$ cat src/rtl/regfile_pkg.sv
// Shared widths, FSM encoding and FP buffer entry layout for the register-file
// writeback arbiter.
package regfile_pkg;

   localparam int unsigned N                    = 32;
   localparam int unsigned ADDRESS_SIZE         = 6;
   localparam int unsigned FIFO_DEPTH_DEFAULT   = 4;
   localparam int unsigned STARVE_LIMIT_DEFAULT = 8;

   typedef enum logic [1:0] {
      StIdle,
      StPend,
      StForce
   } wb_state_e;

   typedef struct packed {
      logic                    valid;
      logic [ADDRESS_SIZE-1:0] addr;
      logic [N-1:0]            data;
   } wb_entry_t;

endpackage

$ cat src/rtl/wb_fifo.sv
// Circular FP result buffer; each entry carries a valid bit that a parallel
// address match can clear so a younger integer write supersedes it.
module wb_fifo
   import regfile_pkg::*;
#(
   parameter int unsigned Depth = FIFO_DEPTH_DEFAULT
) (
   input  logic                    clk_i,
   input  logic                    rst_i,
   input  logic                    push_i,
   input  wb_entry_t               push_entry_i,
   input  logic                    pop_i,
   input  logic                    kill_i,
   input  logic [ADDRESS_SIZE-1:0] kill_addr_i,
   output wb_entry_t               head_o,
   output logic [$clog2(Depth):0]  count_o,
   output logic                    full_o
);

   localparam int unsigned PtrW = $clog2(Depth);
   localparam int unsigned CntW = PtrW + 1;

   wb_entry_t       mem_q [Depth];
   logic [PtrW-1:0] rd_ptr_q, wr_ptr_q;
   logic [CntW-1:0] count_q;
   logic            do_push, do_pop, push_killed;

   always_comb begin
      full_o      = (count_q == CntW'(Depth));
      do_push     = push_i && !full_o;
      do_pop      = pop_i && (count_q != '0);
      // An entry arriving alongside a matching kill is already stale.
      push_killed = kill_i && (push_entry_i.addr == kill_addr_i);
      head_o      = mem_q[rd_ptr_q];
      count_o     = count_q;
   end

   always_ff @(posedge clk_i or posedge rst_i) begin
      if (rst_i) begin
         for (int unsigned i = 0; i < Depth; i++) begin
            mem_q[i] <= '0;
         end
         rd_ptr_q <= '0;
         wr_ptr_q <= '0;
         count_q  <= '0;
      end else begin
         for (int unsigned i = 0; i < Depth; i++) begin
            if (kill_i && (mem_q[i].addr == kill_addr_i)) begin
               mem_q[i].valid <= 1'b0;
            end
         end
         if (do_push) begin
            mem_q[wr_ptr_q].valid <= push_entry_i.valid && !push_killed;
            mem_q[wr_ptr_q].addr  <= push_entry_i.addr;
            mem_q[wr_ptr_q].data  <= push_entry_i.data;
            wr_ptr_q              <= wr_ptr_q + PtrW'(1);
         end
         if (do_pop) begin
            rd_ptr_q <= rd_ptr_q + PtrW'(1);
         end
         count_q <= count_q + CntW'(do_push) - CntW'(do_pop);
      end
   end

endmodule

$ cat src/rtl/regfile_writeback_arbiter.sv
// Sole register-file write port driver: merges integer writebacks with buffered
// FP results, preserving WAW order and bounding FP starvation.
module regfile_writeback_arbiter
   import regfile_pkg::*;
#(
   parameter int unsigned FIFO_DEPTH    = FIFO_DEPTH_DEFAULT,
   parameter int unsigned STARVE_LIMIT  = STARVE_LIMIT_DEFAULT,
   parameter bit          HARDWIRE_ZERO = 1'b1
) (
   input  logic                         clk,
   input  logic                         reset,
   input  logic                         int_wr_en,
   input  logic [ADDRESS_SIZE-1:0]      int_rd_addr,
   input  logic [N-1:0]                 int_wr_data,
   output logic                         int_stall,
   input  logic                         fp_valid,
   output logic                         fp_ready,
   input  logic [ADDRESS_SIZE-1:0]      fp_rd_addr,
   input  logic [N-1:0]                 fp_wr_data,
   output logic                         write,
   output logic [ADDRESS_SIZE-1:0]      rd_address,
   output logic [N-1:0]                 write_data,
   output logic [$clog2(FIFO_DEPTH):0]  fifo_count
);

   localparam int unsigned CntW  = $clog2(FIFO_DEPTH) + 1;
   localparam int unsigned WaitW = $clog2(STARVE_LIMIT + 1);

   wb_state_e       state_q;
   logic [WaitW-1:0] wait_cnt_q;
   wb_entry_t       head, push_entry;
   logic            fifo_full;
   logic            int_acc, int_live, push, pop, fp_write;
   logic [CntW-1:0] count_next;

   always_comb begin
      int_stall        = (state_q == StForce);
      int_acc          = int_wr_en && !int_stall;
      int_live         = int_acc && !(HARDWIRE_ZERO && (int_rd_addr == '0));
      fp_ready         = !fifo_full;
      push             = fp_valid && fp_ready;
      push_entry.valid = !(HARDWIRE_ZERO && (fp_rd_addr == '0));
      push_entry.addr  = fp_rd_addr;
      push_entry.data  = fp_wr_data;
      // A dead head is discarded even while int owns the write port.
      pop              = (fifo_count != '0) && (!int_acc || !head.valid);
      fp_write         = pop && head.valid;
      count_next       = fifo_count + CntW'(push) - CntW'(pop);
   end

   wb_fifo #(
      .Depth (FIFO_DEPTH)
   ) u_fifo (
      .clk_i        (clk),
      .rst_i        (reset),
      .push_i       (push),
      .push_entry_i (push_entry),
      .pop_i        (pop),
      .kill_i       (int_acc),
      .kill_addr_i  (int_rd_addr),
      .head_o       (head),
      .count_o      (fifo_count),
      .full_o       (fifo_full)
   );

   always_ff @(posedge clk or posedge reset) begin
      if (reset) begin
         state_q    <= StIdle;
         wait_cnt_q <= '0;
         write      <= 1'b0;
         rd_address <= '0;
         write_data <= '0;
      end else begin
         write <= int_live || fp_write;
         if (int_live) begin
            rd_address <= int_rd_addr;
            write_data <= int_wr_data;
         end else if (fp_write) begin
            rd_address <= head.addr;
            write_data <= head.data;
         end

         case (state_q)
            StIdle: begin
               wait_cnt_q <= '0;
               if (push) state_q <= StPend;
            end
            StPend: begin
               if (pop) begin
                  wait_cnt_q <= '0;
               end else if (wait_cnt_q < WaitW'(STARVE_LIMIT)) begin
                  wait_cnt_q <= wait_cnt_q + WaitW'(1);
               end
               if (fifo_full && (wait_cnt_q >= WaitW'(STARVE_LIMIT)) && !pop) begin
                  state_q <= StForce;
               end else if (count_next == '0) begin
                  state_q <= StIdle;
               end
            end
            StForce: begin
               wait_cnt_q <= '0;
               state_q    <= (count_next == '0) ? StIdle : StPend;
            end
            default: state_q <= StIdle;
         endcase
      end
   end

endmodule
$ cat config.mk
export PLATFORM = sky130hd
export DESIGN_NAME = regfile_writeback_arbiter
export DESIGN_NICKNAME = d
export VERILOG_FILES = /design/src/rtl/regfile_pkg.sv /design/src/rtl/wb_fifo.sv /design/src/rtl/regfile_writeback_arbiter.sv
export SDC_FILE = /design/constraint.sdc
export NUM_CORES = 1
export LEC_CHECK = 0
export ABC_CLOCK_PERIOD_IN_PS = 7170
export CORE_MARGIN = 2
export CORE_UTILIZATION = 52
export CTS_CLUSTER_DIAMETER = 60
export DETAILED_ROUTE_END_ITERATION = 12
export GPL_TIMING_DRIVEN = 1
export PLACE_DENSITY = 0.75
export SKIP_CTS_REPAIR_TIMING = 1
export SLEW_MARGIN = 20
export SYNTH_ARGS = -nofsm -noshare
export SYNTH_HDL_FRONTEND = slang
export SYNTH_HIERARCHICAL = 1
export SYNTH_SLANG_ARGS = --single-unit
$ cat constraint.sdc
create_clock -name clk -period 7.17 [get_ports clk]
set_clock_uncertainty 0.05 [all_clocks]
set_input_delay 1.434 -clock clk [delete_from_list [all_inputs] [get_ports clk]]
set_output_delay 1.434 -clock clk [all_outputs]
set_load 0.01 [all_outputs]
==> results_dict.tcl, run 1 <==
set metrics [dict create \
    drc_errors 0 \
    synth_cell_types 46 \
    fin_tns_setup_ns 0 \
    async_reset_ff_share_pct 100 \
    ir_drop_v 0.000237 \
    cpMaxStageDelayCell "clkdlybuf4s50_1" \
    cts_tree "yes" \
    cp-start-kind "primary input" \
    wire_per_inst_um 21.5 \
    grt_overflow_total 0 \
    fin_crit_sh_pct 58.4 \
    pre_cts_slack_ns 2.48 \
    drtAntennaViolNets 0 \
    cts_sinks 208 \
    critical-path-max-stage-delay_ns 0.62 \
    clock_latency_ns 0.49 \
    final_cell_mix "206 x dfrtp_1, 123 x clkdlybuf4s50_1, 117 x mux2_2" \
    synth_area_leader_cell "dfrtp_1" \
    max_slew_margin_pct 35.4 \
    drt_iter0_drc 393 \
    io_buffer_count 123 \
    die_area_mm2 0.0202 \
    worstSetupPathType "in -> reg" \
    synth-edff-count 0 \
    gp_congestion 0.838 \
    syn_nets 821 \
    multiInputGateArea_mm2 0.00437 \
    cts_root_buffer "clkbuf_16" \
    cp_data_arrival_time_ns 4.50 \
    setup_violations 0 \
    initial_utilization_pct 53.0 \
    layout_setup_ws_ns 2.98 \
    nets 927 \
    grt_usage_pct 23.8 \
    worstMarginPinSlew_ns 0.970 \
    p_total_mw 5.50 \
    max_freq_mhz 239 \
    vias 6295 \
    wl_mm 23.4 \
    powerDensity_mw_per_mm2 458 \
    worstPathMaxFanout 6 \
    rsz0062_at_grt "no" \
    drive_above_1_share_pct 29.8 \
    hpwl_mm 14.5 \
    grt_pass1_wl_mm 37.7 \
    dieWidth_um 142 \
    cts_made_buffers 22 \
    grt_max_degree 107 \
    syn2layout_area_growth_pct 21.0 \
    final_core_util_pct 64.2 \
    drtPass1Iterations 4 \
    syn_area_per_cell_um2 13.6 \
    crit_required_ns 7.49 \
    ys_top_cells_by_area "dfrtp_1 52%, mux2_2 13%, mux4_2 8.9%" \
    antenna_found_initial 1 \
    synth-seq-cells 208 \
    seqCellArea_mm2 0.00521 \
    ios 124 \
    clk_pin_slew_ns 0.06 \
    drv_slew 0 \
    n_fill_cell 1334 \
    synth_top_cell_area_share_pct 52.5 \
    min_path_type "reg -> reg" \
    ys_seq_area_share_pct 52.5 \
    period_needed_ns 4.19 \
    status "finished, final reports clean" \
    mostFrequentLayoutCell "dfrtp_1" \
    leakage_nw 5.04 \
    cts_max_level 1 \
    synthCells 729 \
    ys_warn_count 6 \
    hold_viol 0 \
    drv_cap 0 \
    grt_pass1_vias 7045 \
    path_cells "clkdlybuf4s50_1, inv_1, o31ai_4, inv_2, ha_1, inv_1, ha_1, fa_1, xnor3_1, or3_1, a21oi_1, o21ai_0" \
    synth-main-ff-cell "dfrtp_1" \
    clk_path_buf_depth 3 \
    core_area_mm2 0.0187 \
    die_y_um 142 \
    via_per_inst 5.80 \
    syn_area_mm2 0.00992 \
    critPathCaptureType "flop" \
    rows 50 \
]
cell families after synthesis:
kind of cell | Yosys count | synth area share, %
flops | 208 | 52.5
mux | 196 | 28.0
simple gates | 114 | 5.22
compound gates | 95 | 5.60
buf+inv | 68 | 3.75
xor+xnor | 36 | 3.32
fa+ha+maj | 12 | 1.66
critical path, delay by kind of cell:
family,cells,cell delay [ns]
AOI/OAI and AO/OA,3,0.60
xor gates and xnor gates,1,0.34
adders and majority gates,3,0.87
buffers and inverters,4,0.93
and+or+nand+nor,1,0.35
worst paths after layout:
path                                         start                    endpoint  slack [ns]  depth (start not counted)
worst max register to register  u_fifo/rd_ptr_q[0]                  state_q[0]        3.86                         12
min in group asynchronous                    reset  asynchronous set/reset pin        1.51                          2
max in group asynchronous                    reset          u_fifo/rd_ptr_q[1]        4.23                          3
worst min register to register                flop                        flop        0.45                          1
worst max-delay path                     int_wr_en                  state_q[0]        2.98                         12
worst min-delay path                          flop                        flop        0.45                          1
area by class of cell:
type,instances,area share [%]
diodes,1,0.0208
clock buffers,34,5.72
clock inverters,6,0.667
inverters,20,0.698
multi-input cells,453,36.4
flip-flops and latches,208,43.4
well taps,234,2.44
repair buffers,130,10.7
where the power goes:
| part | leakage (nW) | switching, mW | internal, mW |
|---|---|---|---|
| clock | 0.382 | 0.447 | 0.730 |
| combinational | 2.21 | 0.932 | 1.30 |
| sequential | 2.45 | 0.352 | 1.74 |
| total | 5.04 | 1.73 | 3.77 |
metal layers:
metal | up-vias | wire length [um] | GRT usage [%]
li1 | 2800 | - | -
met5 | - | 0 | 0
met4 | 0 | 589 | 7.63
met1 | 3289 | 9700 | 31.3
met3 | 46 | 1150 | 3.26
met2 | 160 | 11900 | 41.1
cell usage after synthesis, drive strengths merged, types with 2 or more instances:
library cell,count
ha,10
mux4,39
xor2,16
o41ai,5
dfrtp,208
mux2,153
o21ai,2
inv,20
nand2,49
nand4,5
or4,2
mux2i,4
a21oi,78
clkbuf,10
xnor2,19
buf,38
fa,2
or3,3
and3,4
nand2b,3
nor3,4
nor2,41
stage by stage:
step	cells	hold WS (ns)	cell area, um2
2_1_floorplan	729	0.425	9920
5_1_grt	1086	0.463	12000
4_1_cts	1085	0.456	12000
6_report	1086	0.453	12000
3_5_place_dp	1045	0.441	11200
3_3_place_gp	1045	0.433	11200
Note: power is estimated with default switching activity, not from simulation.
==> inputs of run 2 (changes only) <==
Settings changed: ABC_CLOCK_PERIOD_IN_PS 7170 to 3700, CORE_UTILIZATION 52 to 50, PLACE_DENSITY 0.75 to 0.76.
Clock period 7.17 ns to 3.7 ns, I/O delays scaled along.
==> run 2 against run 1 <==
Net effect:
- core utilization is 1.9 points lower
- sequential power rose by 93%
- non-clock buffer count rose by 16
- hold slack got worse by 0.0018 ns
- register-to-register slack got worse by 3.3 ns
- count of clock-buffer cells in the layout decreased by 5
- routed wire length fell by 5.8%
- flip-flop and latch count is the same
- via count decreased by 0.94%
- power is 90% higher
- final cell count grew 3.8%
- sequential share of layout area decreased by 0.45 points
- critical path type unchanged
- largest cell class unchanged
==> results_dict.tcl, run 2 (synthesized netlist as in run 1, its figures left out) <==
set metrics [dict create \
    hpwl_mm 13.8 \
    dieWidth_um 145 \
    ir_drop_v 0.000415 \
    setup_violations 0 \
    routed.top_layer "met4" \
    initial_utilization_pct 51.0 \
    drive_above_1_share_pct 30.9 \
    wl_mm 22.0 \
    critical-path-max-stage-delay_ns 0.52 \
    wl_met2_mm 10.9 \
    cp-start-kind "primary input" \
    drt_iter0_drc 348 \
    grt_max_degree 43 \
    drv_slew 0 \
    met3_length_mm 1.05 \
    clk_pin_slew_ns 0.06 \
    die_area_mm2 0.0210 \
    critPathLaunch "int_wr_en" \
    dpl-instance-area_mm2 0.0114 \
    r2r_start "u_fifo/rd_ptr_q[0]" \
    drtAntennaViolNets 0 \
    io_buffer_count 123 \
    grt_overflow_total 0 \
    clock_latency_ns 0.50 \
    diodes 0 \
    rsz0062_at_grt "no" \
    via_per_inst 5.53 \
    grt_usage_pct 21.9 \
    grt_pass1_wl_mm 35.4 \
    antenna_found_initial 0 \
    ios 124 \
    worstSetupPathType "in -> reg" \
    crit_family "adder cells" \
    cts_root_buffer "clkbuf_16" \
    clk_path_buf_depth 3 \
    period_needed_ns 3.17 \
    nets 942 \
    worstPathMaxFanout 3 \
    path_cells "clkdlybuf4s50_1, inv_1, o31ai_4, inv_2, ha_1, inv_1, ha_1, fa_1, xnor3_1, or3_1, a21oi_1, o21ai_0" \
    max_freq_mhz 316 \
    path_buf_inv 4 \
    vias 6236 \
    holdPathStages 1 \
    drv_cap 0 \
    seqCellArea_mm2 0.00521 \
    status "finished, final reports clean" \
    cpMaxStageDelayCell "clkdlybuf4s50_1" \
    powerDensity_mw_per_mm2 861 \
    n_fill_cell 1526 \
    die_y_um 145 \
    cts_tree "yes" \
    syn2layout_area_growth_pct 22.3 \
    p_total_mw 10.4 \
    fin_crit_sh_pct 85.6 \
    crit_required_ns 4.03 \
    final_cell_mix "206 x dfrtp_1, 123 x clkdlybuf4s50_1, 117 x mux2_2" \
    wl_met1_mm 9.69 \
    multiInputGateArea_mm2 0.00437 \
    min_path_type "reg -> reg" \
    core_area_mm2 0.0195 \
    rows 51 \
    worstMarginPinSlew_ns 0.966 \
    max_slew_margin_pct 35.4 \
    r2r_cells 12 \
    r2r_slack_ns 0.58 \
    drtPass1Iterations 4 \
    stdcell_area_mm2 0.0121 \
    r2r_end "state_q[0]" \
    cts_made_buffers 21 \
    mostFrequentLayoutCell "dfrtp_1" \
    critPathCaptureType "flop" \
    drc_errors 0 \
    cts_max_level 1 \
    cp_data_arrival_time_ns 3.50 \
    hold_viol 0 \
    leakage_nw 5.08 \
    wire_per_inst_um 19.5 \
    fin_tns_setup_ns 0 \
    cts_sinks 208 \
    gp_congestion 0.855 \
    grt_pass1_vias 6521 \
]
[run 2: cell count changes in the layout (fill, tap and decap cells not counted), sizes merged]
cell and change:
clkbuf -5, buf +16, clkinvlp +2, diode -1
clkinv -2
[run 2: per-stage QoR]
stage,utilization [%],instances,hold slack [ns],setup slack [ns]
CTS,62.3,1127,0.455,0.550
detailed placement,58.8,1092,0.438,0.0492
finish,62.3,1127,0.451,0.532
floorplan,-,729,0.425,0.568
global placement,58.8,1092,0.433,0.109
global route,62.3,1127,0.465,0.414
[run 2: worst max path at each step]
| stage | to | slack [ns] | cells after the start |
|---|---|---|---|
| after floorplan | state_q[0] | 0.57 | 13 |
| after global placement | state_q[0] | 0.11 | 12 |
| after detailed placement | state_q[0] | 0.05 | 12 |
| after CTS | state_q[0] | 0.55 | 12 |
| after global routing | state_q[0] | 0.41 | 12 |
| final | state_q[0] | 0.53 | 12 |
[run 2: worst reg2reg max path: stages (launching register included)]
cell and delay, ns:
dfrtp_2 0.41, mux4_2 0.35, inv_1 0.10, o31ai_4 0.26
inv_2 0.06, ha_1 0.27, inv_1 0.04, ha_1 0.18
fa_1 0.39, xnor3_1 0.34, or3_1 0.33, a21oi_1 0.14
o21ai_0 0.09
[run 2: area by class of cell]
class | instances | share of cell area [%]
Clock buffer | 29 | 4.99
Clock inverter | 6 | 0.681
Inverter | 20 | 0.670
Multi-Input combinational cell | 453 | 36.0
Sequential cell | 208 | 42.9
Tap cell | 265 | 2.73
Timing Repair Buffer | 146 | 12.0
[run 2: report_power, final]
part           internal, mW  switching [mW]
Clock                  1.28           0.852
Sequential             3.37           0.659
Combinational          2.55            1.75
Total                  7.19            3.26
[run 2: routing by layer]
layer	track usage, %	vias up
met5	0	-
met4	5.83	0
met3	3.03	30
met2	36.2	143
met1	30.7	3225
li1	-	2838
==> inputs of run 3 (changes only) <==
Settings changed: CORE_ASPECT_RATIO from default to 1.4.
==> run 3 against run 2 <==
Net effect:
- critical path depth did not move
- flip-flop and latch count stayed put
- critical endpoint unchanged
- cell area decreased by 0.45%
- highest routed layer unchanged
==> results_dict.tcl, run 3 (synthesized netlist as in run 1, its figures left out) <==
set metrics [dict create \
    grt_pass1_wl_mm 36.4 \
    p_total_mw 10.5 \
    powerDensity_mw_per_mm2 870 \
    min_path_type "reg -> reg" \
    grt_max_degree 69 \
    max_slew_margin_pct 47.6 \
    clock_latency_ns 0.49 \
    ios 124 \
    worstMarginPinSlew_ns 0.787 \
    nets 934 \
    wl_met2_mm 11.9 \
    dp_cells 1071 \
    drv_cap 0 \
    holdPathStages 1 \
    rsz0062_at_grt "no" \
    io_buffer_count 123 \
    diodes 0 \
    die_area_mm2 0.0210 \
    drive_above_1_share_pct 30.3 \
    setup_violations 0 \
    met3_length_um 712 \
    final_core_util_pct 61.3 \
    cts_tree "yes" \
    mostFrequentLayoutCell "dfrtp_1" \
    core_area_mm2 0.0197 \
    wl_mm 22.5 \
    cp_data_arrival_time_ns 3.44 \
    routed.top_layer "met4" \
    crit_required_ns 4.03 \
    leakage_nw 5.06 \
    drc_errors 0 \
    grt_pass1_vias 6733 \
    initial_utilization_pct 50.4 \
    hold_viol 0 \
    cp-start-kind "primary input" \
    fin_tns_setup_ns 0 \
    instances_no_fill 1108 \
    ir_drop_v 0.000457 \
    n_fill_cell 1510 \
    drtPass1Iterations 4 \
    period_needed_ns 3.12 \
    gp_congestion 0.831 \
    stdcell_area_mm2 0.0121 \
    layout_setup_ws_ns 0.583 \
    dpl-instance-area_mm2 0.0114 \
    syn2layout_area_growth_pct 21.7 \
    cts_root_buffer "clkbuf_16" \
    worstSetupPathType "in -> reg" \
    hold_slack_ns 0.452 \
    multiInputGateArea_mm2 0.00437 \
    rows 61 \
    seqCellArea_mm2 0.00521 \
    cts_sinks 208 \
    cpMaxStageDelayCell "clkdlybuf4s50_1" \
    status "finished, final reports clean" \
    max_freq_mhz 321 \
    critical-path-max-stage-delay_ns 0.51 \
    final_cell_mix "206 x dfrtp_1, 123 x clkdlybuf4s50_1, 117 x mux2_2" \
    drt_iter0_drc 396 \
    cts_max_level 1 \
    wl_met1_mm 9.19 \
    clk_path_buf_depth 3 \
    drtAntennaViolNets 0 \
    hpwl_mm 14.0 \
    dieWidth_um 123 \
    cts_made_buffers 21 \
    drv_slew 0 \
    critPathCaptureType "flop" \
    antenna_found_initial 0 \
    fin_crit_sh_pct 84.2 \
    grt_usage_pct 22.3 \
    worstPathMaxFanout 3 \
    r2r_cells 12 \
    clk_pin_slew_ns 0.06 \
    pre_cts_slack_ns 0.0823 \
    grt_overflow_total 0 \
    die_y_um 171 \
    via_per_inst 5.63 \
    vias 6237 \
    path_cells "clkdlybuf4s50_1, inv_1, o31ai_4, inv_2, ha_1, inv_1, ha_1, fa_1, xnor3_1, or3_1, a21oi_1, o21ai_0" \
    wire_per_inst_um 20.3 \
]
==> run 3: area by class of cell <==
class | count | area share, %
tap | 252 | 2.61
multi-input combinational | 453 | 36.2
sequential | 208 | 43.1
inverter | 20 | 0.674
clock buffer | 30 | 5.13
clock inverter | 7 | 0.756
timing repair buffer | 138 | 11.5
==> run 3: where the power goes <==
group          total [mW]  switching, mW  internal, mW
registers            4.02          0.656          3.37
logic                4.30           1.75          2.54
clock network        2.18          0.877          1.31
total                10.5           3.29          7.22
==> run 3: worst paths after layout <==
path | start | to | slack (ns)
worst max register to register | u_fifo/rd_ptr_q[0] | state_q[0] | 0.60
worst min register to register | flop | flop | 0.45
worst max-delay path | int_wr_en | state_q[0] | 0.58
min in group asynchronous | reset | write_data[12] | 0.58
worst min-delay path | flop | flop | 0.45
max in group asynchronous | reset | asynchronous set/reset pin | 2.15
==> run 3: worst max-delay path, delay by kind of cell <==
family / cells / cell delay [ns]
adder cells (fa/ha/maj): 3 / 0.83
AND/OR/NAND/NOR: 1 / 0.32
buffers and inverters: 4 / 0.71
XOR/XNOR: 1 / 0.33
AO/OA/AOI/OAI: 3 / 0.51
==> run 3: metal layers <==
layer | track usage, % | vias up
met2 | 39.8 | 144
met1 | 28.3 | 3236
li1 | - | 2810
met3 | 2.43 | 47
met4 | 6.97 | 0
met5 | 0 | -
